`config.mk`:
```
export PLATFORM = sky130hd
export DESIGN_NAME = ngv_lcd_bridge_flat
export DESIGN_NICKNAME = d
export VERILOG_FILES = /design/src/rtl/ngv_lcd_bridge_pkg.sv /design/src/rtl/ngv_lcd_bridge_if.sv /design/src/rtl/ngv_lcd_bridge_fifo.sv /design/src/rtl/ngv_lcd_bridge.sv /design/src/flat_wrapper.sv
export SDC_FILE = /design/constraint.sdc
export NUM_CORES = 1
export LEC_CHECK = 0
export ABC_AREA = 1
export ABC_CLOCK_PERIOD_IN_PS = 3300
export CORE_UTILIZATION = 40
export CTS_BUF_LIST = sky130_fd_sc_hd__clkbuf_8
export CTS_CLUSTER_SIZE = 40
export DETAILED_ROUTE_END_ITERATION = 6
export GPL_TIMING_DRIVEN = 0
export REMOVE_ABC_BUFFERS = 1
export SYNTH_ARGS = -nofsm -noshare
export SYNTH_HDL_FRONTEND = slang
export SYNTH_SLANG_ARGS = --single-unit
export TNS_END_PERCENT = 20
```
`constraint.sdc`:
```
create_clock -name pclk -period 3.3 [get_ports pclk]
set_input_delay 0.66 -clock pclk [delete_from_list [all_inputs] [get_ports pclk]]
set_output_delay 0.66 -clock pclk [all_outputs]
set_load 0.05 [all_outputs]
```
`src/rtl/ngv_lcd_bridge_pkg.sv`:
```
`default_nettype none
// +--------------------------------------------------------------------------+
// | Package : ngv_pkg                                                        |
// | Purpose : Shared types and helpers for the NGV LCD write bridge:         |
// |           sequencer state encoding, FIFO entry width, clog2 helper.      |
// | Ports   : none (package)                                                 |
// | Rev     : 1.0  initial release                                           |
// +--------------------------------------------------------------------------+
package ngv_pkg;

  typedef enum logic [1:0] {
    IDLE   = 2'd0,
    SETUP  = 2'd1,
    STROBE = 2'd2,
    HOLD   = 2'd3
  } lcd_state_t;

  localparam int HOST_DW = 16;
  // A FIFO entry is {rs, data}.
  localparam int ENTRY_W = HOST_DW + 1;

  // Smallest n with 2**n >= value.
  function automatic int clog2(input int value);
    int result;
    result = 0;
    for (int i = 0; i < 31; i++) begin
      if ((1 << i) < value) result = i + 1;
    end
    return result;
  endfunction

endpackage
`default_nettype wire

```
`src/rtl/ngv_lcd_bridge_if.sv`:
```
`default_nettype none
// +--------------------------------------------------------------------------+
// | Interface : ngv_lcd_bridge_if                                            |
// | Purpose   : Host handshake, sideband and LCD bus signals of the bridge.  |
// | Signals   : in_valid/in_ready/in_rs/in_data  host write handshake        |
// |             sblk/srst -> blk/rst               registered sidebands      |
// |             cs/rs/wr/rd/data                   8080-style LCD bus        |
// |             busy/level                         status                    |
// | Modports  : slave (bridge side), master (host/LCD model side)            |
// | Rev       : 1.0  initial release                                         |
// +--------------------------------------------------------------------------+
interface ngv_lcd_bridge_if #(
  parameter int DW    = 16,
  parameter int BUS_W = 16,
  parameter int DEPTH = 16
);
  import ngv_pkg::*;

  localparam int LW = clog2(DEPTH + 1);

  logic             in_valid;
  logic             in_ready;
  logic             in_rs;
  logic [DW-1:0]    in_data;
  logic             sblk;
  logic             srst;
  logic             blk;
  logic             rst;
  logic             cs;
  logic             rs;
  logic             wr;
  logic             rd;
  logic [BUS_W-1:0] data;
  logic             busy;
  logic [LW-1:0]    level;

  modport slave (
    input  in_valid, in_rs, in_data, sblk, srst,
    output in_ready, blk, rst, cs, rs, wr, rd, data, busy, level
  );

  modport master (
    output in_valid, in_rs, in_data, sblk, srst,
    input  in_ready, blk, rst, cs, rs, wr, rd, data, busy, level
  );

endinterface
`default_nettype wire

```
`src/rtl/ngv_lcd_bridge_fifo.sv`:
```
`default_nettype none
// +--------------------------------------------------------------------------+
// | Module  : ngv_sync_fifo                                                  |
// | Purpose : Single-clock FIFO with registered read data (dout updates only |
// |           on an honoured pop and otherwise holds).                       |
// | Ports   : clk_i, rst_i         clock, synchronous active-high reset      |
// |           push_i, din_i        write request / data (ignored when full)  |
// |           pop_i, dout_o        read request / registered read data       |
// |           full_o, empty_o      status                                    |
// |           level_o              occupancy, 0..DEPTH                       |
// | Rev     : 1.0  initial release                                           |
// +--------------------------------------------------------------------------+
module ngv_sync_fifo
  import ngv_pkg::*;
#(
  parameter int DW    = ENTRY_W,
  parameter int DEPTH = 16
) (
  input  logic                       clk_i,
  input  logic                       rst_i,
  input  logic                       push_i,
  input  logic                       pop_i,
  input  logic [DW-1:0]              din_i,
  output logic [DW-1:0]              dout_o,
  output logic                       full_o,
  output logic                       empty_o,
  output logic [clog2(DEPTH+1)-1:0]  level_o
);

  localparam int AW = clog2(DEPTH);
  localparam int LW = clog2(DEPTH + 1);

  logic [DW-1:0] mem_q [DEPTH];
  logic [AW-1:0] wptr_q;
  logic [AW-1:0] rptr_q;
  logic [LW-1:0] level_q;
  logic [DW-1:0] dout_q;
  logic          do_push;
  logic          do_pop;

  assign full_o  = (level_q == LW'(DEPTH));
  assign empty_o = (level_q == '0);
  assign do_push = push_i && !full_o;
  assign do_pop  = pop_i && !empty_o;
  assign dout_o  = dout_q;
  assign level_o = level_q;

  // Storage carries no reset; only pointers and occupancy define contents.
  always_ff @(posedge clk_i) begin
    if (do_push) mem_q[wptr_q] <= din_i;
  end

  always_ff @(posedge clk_i) begin
    if (rst_i) begin
      wptr_q  <= '0;
      rptr_q  <= '0;
      level_q <= '0;
      dout_q  <= '0;
    end else begin
      if (do_push) wptr_q <= wptr_q + 1'b1;
      if (do_pop) begin
        dout_q <= mem_q[rptr_q];
        rptr_q <= rptr_q + 1'b1;
      end
      case ({do_push, do_pop})
        2'b10:   level_q <= level_q + 1'b1;
        2'b01:   level_q <= level_q - 1'b1;
        default: level_q <= level_q;
      endcase
    end
  end

endmodule
`default_nettype wire

```
`src/rtl/ngv_lcd_bridge.sv`:
```
`default_nettype none
// +--------------------------------------------------------------------------+
// | Module  : ngv_lcd_bridge                                                 |
// | Purpose : Buffered 8080-style LCD write bridge. Host {rs,data} words are |
// |           queued in a FIFO and replayed with programmable setup, strobe  |
// |           and hold timing; optional 16->8 narrowing (high byte first).   |
// | Ports   : pclk, prst   clock, synchronous active-high reset              |
// |           bus          ngv_lcd_bridge_if.slave (host handshake, LCD bus, |
// |                        blk/rst sidebands, busy/level status)             |
// | Rev     : 1.0  initial release                                           |
// +--------------------------------------------------------------------------+
module ngv_lcd_bridge
  import ngv_pkg::*;
#(
  parameter int DW      = HOST_DW,
  parameter int BUS_W   = 16,
  parameter int DEPTH   = 16,
  parameter int T_SETUP = 1,
  parameter int T_WR    = 2,
  parameter int T_HOLD  = 1
) (
  input  logic              pclk,
  input  logic              prst,
  ngv_lcd_bridge_if.slave   bus
);

  localparam int EW   = DW + 1;
  localparam int LW   = clog2(DEPTH + 1);
  localparam int TMAX = (T_SETUP > T_WR) ? ((T_SETUP > T_HOLD) ? T_SETUP : T_HOLD)
                                         : ((T_WR > T_HOLD) ? T_WR : T_HOLD);
  localparam int CW   = clog2(TMAX + 1);

  logic          fifo_push;
  logic          fifo_pop;
  logic          fifo_full;
  logic          fifo_empty;
  logic [LW-1:0] fifo_level;
  logic [EW-1:0] entry;

  lcd_state_t    state_q, state_d;
  logic [CW-1:0] cnt_q, cnt_d;
  logic          hi_done_q, hi_done_d;
  logic          cs_q, cs_d;
  logic          wr_q, wr_d;
  logic          blk_q;
  logic          rst_q;

  assign fifo_push = bus.in_valid && bus.in_ready;

  // The FIFO's registered read port doubles as the entry latch: it only
  // changes on a pop, so rs/data stay stable for the whole beat.
  ngv_sync_fifo #(
    .DW    (EW),
    .DEPTH (DEPTH)
  ) u_fifo (
    .clk_i   (pclk),
    .rst_i   (prst),
    .push_i  (fifo_push),
    .pop_i   (fifo_pop),
    .din_i   ({bus.in_rs, bus.in_data}),
    .dout_o  (entry),
    .full_o  (fifo_full),
    .empty_o (fifo_empty),
    .level_o (fifo_level)
  );

  always_ff @(posedge pclk) begin
    if (prst) begin
      state_q   <= IDLE;
      cnt_q     <= '0;
      hi_done_q <= 1'b0;
      cs_q      <= 1'b1;
      wr_q      <= 1'b1;
      blk_q     <= 1'b0;
      rst_q     <= 1'b0;
    end else begin
      state_q   <= state_d;
      cnt_q     <= cnt_d;
      hi_done_q <= hi_done_d;
      cs_q      <= cs_d;
      wr_q      <= wr_d;
      blk_q     <= bus.sblk;
      rst_q     <= bus.srst;
    end
  end

  always_comb begin
    state_d   = state_q;
    cnt_d     = cnt_q + 1'b1;
    hi_done_d = hi_done_q;
    cs_d      = cs_q;
    wr_d      = wr_q;
    fifo_pop  = 1'b0;
    case (state_q)
      IDLE: begin
        cnt_d = '0;
        if (!fifo_empty) begin
          fifo_pop  = 1'b1;
          state_d   = SETUP;
          cs_d      = 1'b0;
          hi_done_d = 1'b0;
        end
      end
      SETUP: begin
        if (cnt_q == CW'(T_SETUP - 1)) begin
          state_d = STROBE;
          cnt_d   = '0;
          wr_d    = 1'b0;
        end
      end
      STROBE: begin
        if (cnt_q == CW'(T_WR - 1)) begin
          state_d = HOLD;
          cnt_d   = '0;
          wr_d    = 1'b1;
        end
      end
      HOLD: begin
        if (cnt_q == CW'(T_HOLD - 1)) begin
          cnt_d = '0;
          if ((BUS_W == 8) && !hi_done_q) begin
            // Second beat of a narrowed word reuses the latched entry.
            state_d   = SETUP;
            hi_done_d = 1'b1;
          end else if (!fifo_empty) begin
            // Burst: chain straight into the next word with cs kept low.
            fifo_pop  = 1'b1;
            state_d   = SETUP;
            hi_done_d = 1'b0;
          end else begin
            state_d = IDLE;
            cs_d    = 1'b1;
          end
        end
      end
      default: begin
        state_d = IDLE;
        cs_d    = 1'b1;
        wr_d    = 1'b1;
      end
    endcase
  end

  generate
    if (BUS_W == 8) begin : g_bus8
      assign bus.data = hi_done_q ? entry[7:0] : entry[15:8];
    end else begin : g_bus16
      assign bus.data = entry[BUS_W-1:0];
    end
  endgenerate

  assign bus.rs       = entry[DW];
  assign bus.cs       = cs_q;
  assign bus.wr       = wr_q;
  assign bus.rd       = 1'b1;
  assign bus.blk      = blk_q;
  assign bus.rst      = rst_q;
  assign bus.in_ready = !fifo_full && !prst;
  assign bus.busy     = !fifo_empty || (state_q != IDLE);
  assign bus.level    = fifo_level;

endmodule
`default_nettype wire

```
`src/flat_wrapper.sv`:
```
// flat-port wrapper written by rule: the top's interface ports become plain ports
module ngv_lcd_bridge_flat import ngv_pkg::*;
#(
  parameter int DW      = HOST_DW,
  parameter int BUS_W   = 16,
  parameter int DEPTH   = 16,
  parameter int T_SETUP = 1,
  parameter int T_WR    = 2,
  parameter int T_HOLD  = 1
)
  (pclk, prst, bus_in_valid, bus_in_rs, bus_in_data, bus_sblk, bus_srst, bus_in_ready, bus_blk, bus_rst, bus_cs, bus_rs, bus_wr, bus_rd, bus_data, bus_busy, bus_level);
  ngv_lcd_bridge_if #(.DW(DW), .BUS_W(BUS_W), .DEPTH(DEPTH)) bus_i ();
  input  logic pclk;
  input  logic prst;
  input wire logic [$bits(bus_i.in_valid)-1:0] bus_in_valid;
  input wire logic [$bits(bus_i.in_rs)-1:0] bus_in_rs;
  input wire logic [$bits(bus_i.in_data)-1:0] bus_in_data;
  input wire logic [$bits(bus_i.sblk)-1:0] bus_sblk;
  input wire logic [$bits(bus_i.srst)-1:0] bus_srst;
  output wire logic [$bits(bus_i.in_ready)-1:0] bus_in_ready;
  output wire logic [$bits(bus_i.blk)-1:0] bus_blk;
  output wire logic [$bits(bus_i.rst)-1:0] bus_rst;
  output wire logic [$bits(bus_i.cs)-1:0] bus_cs;
  output wire logic [$bits(bus_i.rs)-1:0] bus_rs;
  output wire logic [$bits(bus_i.wr)-1:0] bus_wr;
  output wire logic [$bits(bus_i.rd)-1:0] bus_rd;
  output wire logic [$bits(bus_i.data)-1:0] bus_data;
  output wire logic [$bits(bus_i.busy)-1:0] bus_busy;
  output wire logic [$bits(bus_i.level)-1:0] bus_level;
  assign bus_i.in_valid = bus_in_valid;
  assign bus_i.in_rs = bus_in_rs;
  assign bus_i.in_data = bus_in_data;
  assign bus_i.sblk = bus_sblk;
  assign bus_i.srst = bus_srst;
  assign bus_in_ready = bus_i.in_ready;
  assign bus_blk = bus_i.blk;
  assign bus_rst = bus_i.rst;
  assign bus_cs = bus_i.cs;
  assign bus_rs = bus_i.rs;
  assign bus_wr = bus_i.wr;
  assign bus_rd = bus_i.rd;
  assign bus_data = bus_i.data;
  assign bus_busy = bus_i.busy;
  assign bus_level = bus_i.level;
  ngv_lcd_bridge #(.DW(DW), .BUS_W(BUS_W), .DEPTH(DEPTH), .T_SETUP(T_SETUP), .T_WR(T_WR), .T_HOLD(T_HOLD)) u_core (.pclk(pclk), .prst(prst), .bus(bus_i));
endmodule
```
## Yosys cells after proc, flatten, opt, wreduce, memory -nomap -nowiden

Memories as Yosys holds them, arrays and structs flattened. A register that Yosys moved wholly into a read port is not among the register bits.
Cells that the tools add are included.

| cells by class | value |
|---|---|
| bitwise logic cells | 0 |
| shift-type cells | 0 |
| equality and inequality tests | 12 |
| add/sub/neg operators | 5 |
| div/mod/pow operators | 0 |
| reductions and logical operators | 19 |
| $lt $le $gt $ge | 0 |
| multiplexer cells | 22 |
| multiply operators | 0 |

Operator list:

| cell | number |
|---|---|
| two-way mux 2 bit | 6 |
| two-way mux 1 bit | 10 |
| case mux 5 bit (2 select lines) | 1 |
| adder 4 x 1 -> 4 bit (second input constant) | 2 |
| inequality test 2 x 1 -> 1 bit (second input constant) | 4 |
| case mux 2 bit (4 select lines) | 1 |
| AND reduction 4 bit | 2 |
| nonzero test 2 bit | 4 |
| == test 2 x 1 -> 1 bit (second input constant) | 3 |
| == test 2 bit (second input constant) | 3 |
| case mux 1 bit (2 select lines) | 3 |
| case mux 2 bit (3 select lines) | 1 |
| adder 5 x 1 -> 5 bit (second input constant) | 1 |
| == test 5 bit (second input constant) | 1 |
| logical NOT 5 bit | 1 |
| subtractor 5 x 1 -> 5 bit (second input constant) | 1 |
| logical AND 1 bit | 4 |
| logical NOT 2 bit | 2 |
| logical NOT 1 bit | 3 |
| AND reduction 3 bit | 1 |
| adder 2 x 1 -> 2 bit (second input constant) | 1 |
| inequality test 2 bit (second input constant) | 1 |
| OR reduction 2 bit | 1 |
| logical OR 1 bit | 1 |

| storage, ports and cells | value |
|---|---|
| input port bits | 22 |
| word-level logic and storage cells | 68 |
| bits in latches | 0 |
| memory bits (read-only) | 0 |
| bits in registers | 21 |
| memories | 1 |
| memory bits (writable) | 272 |

Memory list:

| memory | words | bits a word | rd ports | clocked after Yosys merged registers in | wr ports | RTL line | RTL |
|---|---|---|---|---|---|---|---|
| u_core.u_fifo.mem_q | 16 | 17 | 1 | 1 | 1 | ngv_lcd_bridge_fifo.sv:33 | `logic [DW-1:0] mem_q [DEPTH];` |

## Longest topological paths before layout

| depth | value |
|---|---|
| depth after elaboration | 7 |
| gate-level depth with buffers | 18 |
| gate-level depth less buffers | 17 |

## Hierarchy

A second synthesis with hierarchy kept.

| second synthesis, totals | value |
|---|---|
| cells, all modules | 1351 |
| area, all modules | 13504.2 µm² |

By module, submodules not included:

| module | cells each | area each (µm²) | times used |
|---|---|---|---|
| ngv_sync_fifo | 1276 | 12939.9 | 1 |
| ngv_lcd_bridge | 75 | 564.3 | 1 |

## Worst setup path after synthesis

No wires, ideal clock.

| timing | value |
|---|---|
| kind | register to register |
| start | register u_core.u_fifo.level_q[4] (netlist: u_core.u_fifo.level_o[4]) |
| end | register u_core.u_fifo.level_q[4] (netlist: u_core.u_fifo.level_o[4]) |
| setup slack | 0.658 ns |
| data arrival time | 2.572 ns |
| period minus slack after synthesis | 2.642 ns |
| library setup time | 0.071 ns |
| buffers on the path | 1 |
| stages on the path, launching flop included | 19 |
| path through | dfxtp_1 -> inv_1 -> nand3_2 -> nand3_1 -> nand2_1 -> nand2_2 -> buf_6 -> inv_1 -> ha_1 -> inv_1 -> fa_1 -> inv_1 -> nand2_1 -> nand2_1 -> nand2_1 -> a21o_1 -> nand2_1 -> nand2_1 -> a21oi_1 |

| between the ends | value |
|---|---|
| cells in the longest elaborated chain, start to end | 7 |
| elaborated cells between the ends (all ways) | 17 |

Ends and longest elaborated chain:

| what | RTL line | RTL |
|---|---|---|
| start: declaration | ngv_lcd_bridge_fifo.sv:36 | `logic [LW-1:0] level_q;` |
| start signal: assignment | ngv_lcd_bridge_fifo.sv:66 | `2'b10: level_q <= level_q + 1'b1;` |
| start signal: assignment | ngv_lcd_bridge_fifo.sv:67 | `2'b01: level_q <= level_q - 1'b1;` |
| start signal: assignment | ngv_lcd_bridge_fifo.sv:68 | `default: level_q <= level_q;` |
| logical NOT 5 bit (*) | ngv_lcd_bridge_fifo.sv:42 | `assign empty_o = (level_q == '0);` |
| two-way mux 1 bit | ngv_lcd_bridge.sv:97, ngv_lcd_bridge.sv:125 |  |
| two-way mux 1 bit | ngv_lcd_bridge.sv:119 | `if (cnt_q == CW'(T_HOLD - 1)) begin` |
| case mux 1 bit (2 select lines) | ngv_lcd_bridge.sv:94 | `case (state_q)` |
| logical AND 1 bit (*) | ngv_lcd_bridge_fifo.sv:44 | `assign do_pop = pop_i && !empty_o;` |
| via u_core.u_fifo.do_pop | ngv_lcd_bridge_fifo.sv:39 | `logic do_pop;` |
| == test 2 x 1 -> 1 bit or == test 2 bit (tied branches) | ngv_lcd_bridge_fifo.sv:65 | `case ({do_push, do_pop})` |
| case mux 5 bit (2 select lines) or nonzero test 2 bit (tied branches) | n/a |  |

The timed path passes the listed nets; every way through them passes the cells marked *.
A chain may end at the register's enable or synchronous reset.

## Worst setup path after layout

| timing | value |
|---|---|
| start | register u_core.state_q[0] |
| end | output port bus_busy |

| between the ends | value |
|---|---|
| cells in the longest elaborated chain, start to end | 2 |

Ends and longest elaborated chain:

| what | RTL line | RTL |
|---|---|---|
| start: declaration | ngv_lcd_bridge.sv:40 | `lcd_state_t state_q, state_d;` |
| start signal: assignment | ngv_lcd_bridge.sv:77 | `state_q <= state_d;` |
| nonzero test 2 bit | ngv_lcd_bridge.sv:159 | `assign bus.busy = !fifo_empty \|\| (state_q != IDLE);` |
| logical OR 1 bit | ngv_lcd_bridge.sv:159 |  |
| end: declaration | flat_wrapper.sv:28 | `output wire logic [$bits(bus_i.busy)-1:0] bus_busy;` |

Every way passes these cells.

==> impl_metrics.env <==
export IMPL_status="finished, final reports clean"
export IMPL_drt_pre_antenna_iters=4
export IMPL_ant_nets=0
export IMPL_max_cap_viol_count=0
export IMPL_required_ns=2.64
export IMPL_rows=67
export IMPL_drive_gt1_share_pct=7.32
export IMPL_synth_top_area_share_pct=60.0
export IMPL_synth_main_ff_cell="edfxtp_1"
export IMPL_hold_violations=0
export IMPL_routed_wl_mm=31.3
export IMPL_cp_end_kind="primary output"
export IMPL_syn_area_mm2=0.0136
export IMPL_cts_root_buffer="clkbuf_8"
export IMPL_fin_skew_ns=0.0330
export IMPL_grt_max_degree=79
export IMPL_ys_async_sr_fraction_pct=0
export IMPL_synth_edf_count=272
export IMPL_die_area_mm2=0.0348
export IMPL_clkTransAtPathRegs_ns=0.06
export IMPL_cts_tree="yes"
export IMPL_placed_area_mm2=0.0148
export IMPL_clkLatencyLatePin_ns=0.59
export IMPL_syn_avg_cell_area_um2=9.77
export IMPL_avgViaCountPerCell=4.78
export IMPL_design_area_mm2=0.0157
export IMPL_max_freq_mhz=334
export IMPL_placedCellCount=1846
export IMPL_area_delta_synth_final_pct=15.5
export IMPL_yosysWarnings=0
export IMPL_start_util_pct=40.6
export IMPL_grtUsageTotal_pct=18.3
export IMPL_final_cells=1937
export IMPL_period_needed_ns=2.99
export IMPL_cts_made_buffers=50
export IMPL_first_global_vias=8843
export IMPL_grt_overflow_total=0
export IMPL_finalCritPeriodShare_pct=90.6
export IMPL_dp_slack_ns=-1.63
export IMPL_antenna_found_initial=0
export IMPL_setup_viol=0
export IMPL_min_path_type="flop to flop"
export IMPL_seq_area_mm2=0.00894
export IMPL_drc_errors=0
export IMPL_yosysSeqAreaShare_pct=65.6
export IMPL_cts_buffer_depth=3
export IMPL_fin_ws_ns=0.309
export IMPL_vias=9251
export IMPL_powerDensity_mw_per_mm2=696
export IMPL_io_pins=51
export IMPL_antennaDiodeCount=0
export IMPL_whs_ns=0.484
export IMPL_wl_per_cell_um=16.1
export IMPL_die_h_um=186
export IMPL_p_total_mw=10.9
export IMPL_num_nets_final=1490
export IMPL_die_w_um=186
export IMPL_dp_hpwl_mm=17.4
export IMPL_worst_pin_slew_ns=1.35
export IMPL_grt_pass1_wl_mm=48.8
export IMPL_slew_headroom_pct=9.93
export IMPL_multi_input_area_mm2=0.00346
export IMPL_slew_violations=0
export IMPL_ir_drop_uv=356
export IMPL_core_area_mm2=0.0335
export IMPL_portBuffers=49
export IMPL_cts_setup_buffers=0
export IMPL_critPathArrivalTime_ns=2.33
export IMPL_p_leak_nw=6.71
export IMPL_yosysTopAreaCell="edfxtp_1"
export IMPL_yosysMostFrequentCell="nand2_1"
export IMPL_critPathKind="flop to primary output"
export IMPL_synth_area_top_cells="edfxtp_1 (60%), nand2_1 (12%), nand3_1 (8.0%)"
export IMPL_gp_congestion=0.719
export IMPL_start_kind="flop"
export IMPL_ys_seq_elements=310
export IMPL_h_tree_depth=2
export IMPL_ys_types=31
export IMPL_netlist_top_cells_count="nand2_1 (423), edfxtp_1 (272), inv_1 (252), nand3_1 (217), nor2_1 (62)"
export IMPL_nFillCells=3103
export IMPL_drt_initial_drc_count=689
export IMPL_clkSinkCount=310
export IMPL_netlist_instances=1393
export IMPL_rsz0062_at_grt="no"
export IMPL_crit_fanout=5
[through the flow]
stage                     setup TNS, ns  utilization [%]
after floorplan                  -29.25                -
after global placement          -626.05             42.8
after detailed placement        -253.02             44.0
after CTS                             0             46.9
after global routing                  0             46.9
final                                 0             46.9
[worst max-delay path: stages, from the launching register on]
cell and delay, ns:
dfxtp_1 0.40, inv_1 0.12, ha_1 0.25, nand4_1 0.14, clkdlybuf4s50_1 0.82
[kinds of logic (layout without fill, tap and decap cells)]
logic type | count (synthesis) | in the layout | synth area share, %
xor gates and xnor gates | 6 | 6 | 0.386
other | 1 | 1 | 0.0275
DFF | 310 | 310 | 65.6
AOI/OAI and AO/OA | 26 | 26 | 1.02
buffers and inverters | 320 | 416 | 9.45
and+or+nand+nor | 712 | 712 | 21.8
adders and majority gates | 18 | 18 | 1.71
[power by group]
group	switching, mW	internal (mW)	leakage, nW
sequential	0.224	4.47	2.76
combinational	2.15	1.02	3.41
clock	1.51	1.57	0.536
[layer usage]
layer | track usage [%] | vias up | wire [um]
met1 | 23.1 | 4341 | 13500
met2 | 31.2 | 248 | 15100
met5 | 0 | - | 0
li1 | - | 4569 | -
met4 | 7.82 | 0 | 1090
met3 | 2.84 | 93 | 1550
[cell usage in the layout (no fill, tap or decap), types with 2 or more instances in the layout]
cell               n
nand2_1          423
edfxtp_1         272
inv_1            270
nand3_1          217
clkbuf_8          53
clkdlybuf4s50_1   48
nor2_1            46
dfxtp_1           35
nor2_2            17
ha_1              17
clkinv_1          13
a21oi_1           12
buf_8             12
o21ai_0           10
buf_16             6
xor2_1             5
clkinv_2           4
nor3_1             3
clkinv_8           2
clkinvlp_4         2
dfxtp_4            2
[area by class of cell]
cell class,instances,area share [%]
clock inverter,38,1.25
clock buffer,53,4.64
timing repair buffer,68,5.41
inverter,257,6.30
sequential,310,56.8
multi-input combinational,763,22.0
tap,448,3.57
[worst paths after layout]
| path | startpoint | end | slack, ns | depth (start not counted) |
|---|---|---|---|---|
| setup / recovery | u_core.state_q[0] | bus_busy | 0.31 | 4 |
| hold / removal | u_core.bus.cs | u_core.bus.cs | 0.48 | 2 |
| setup reg to reg | u_core.u_fifo.rptr_q[3] | u_core.u_fifo.dout_o[6] | 0.34 | 5 |
| hold reg to reg | u_core.bus.cs | u_core.bus.cs | 0.48 | 2 |
[what timing repair did]
action	4_1_cts	5_1_grt
setup endpoints to repair	273	8
resized for setup	6	3
hold buffers	0	0
[state kept, by name, indices dropped and copies added (netlist names)]
signal / cells
u_core.bus.blk: 1
u_core.bus.cs: 1
u_core.bus.rst: 1
u_core.bus.wr: 1
u_core.cnt_q: 2
u_core.state_q: 2
u_core.u_fifo.dout_o: 17
u_core.u_fifo.level_o: 5
u_core.u_fifo.mem_q: 272
u_core.u_fifo.rptr_q: 4
u_core.u_fifo.wptr_q: 4
(Power assumes the default switching activity.)
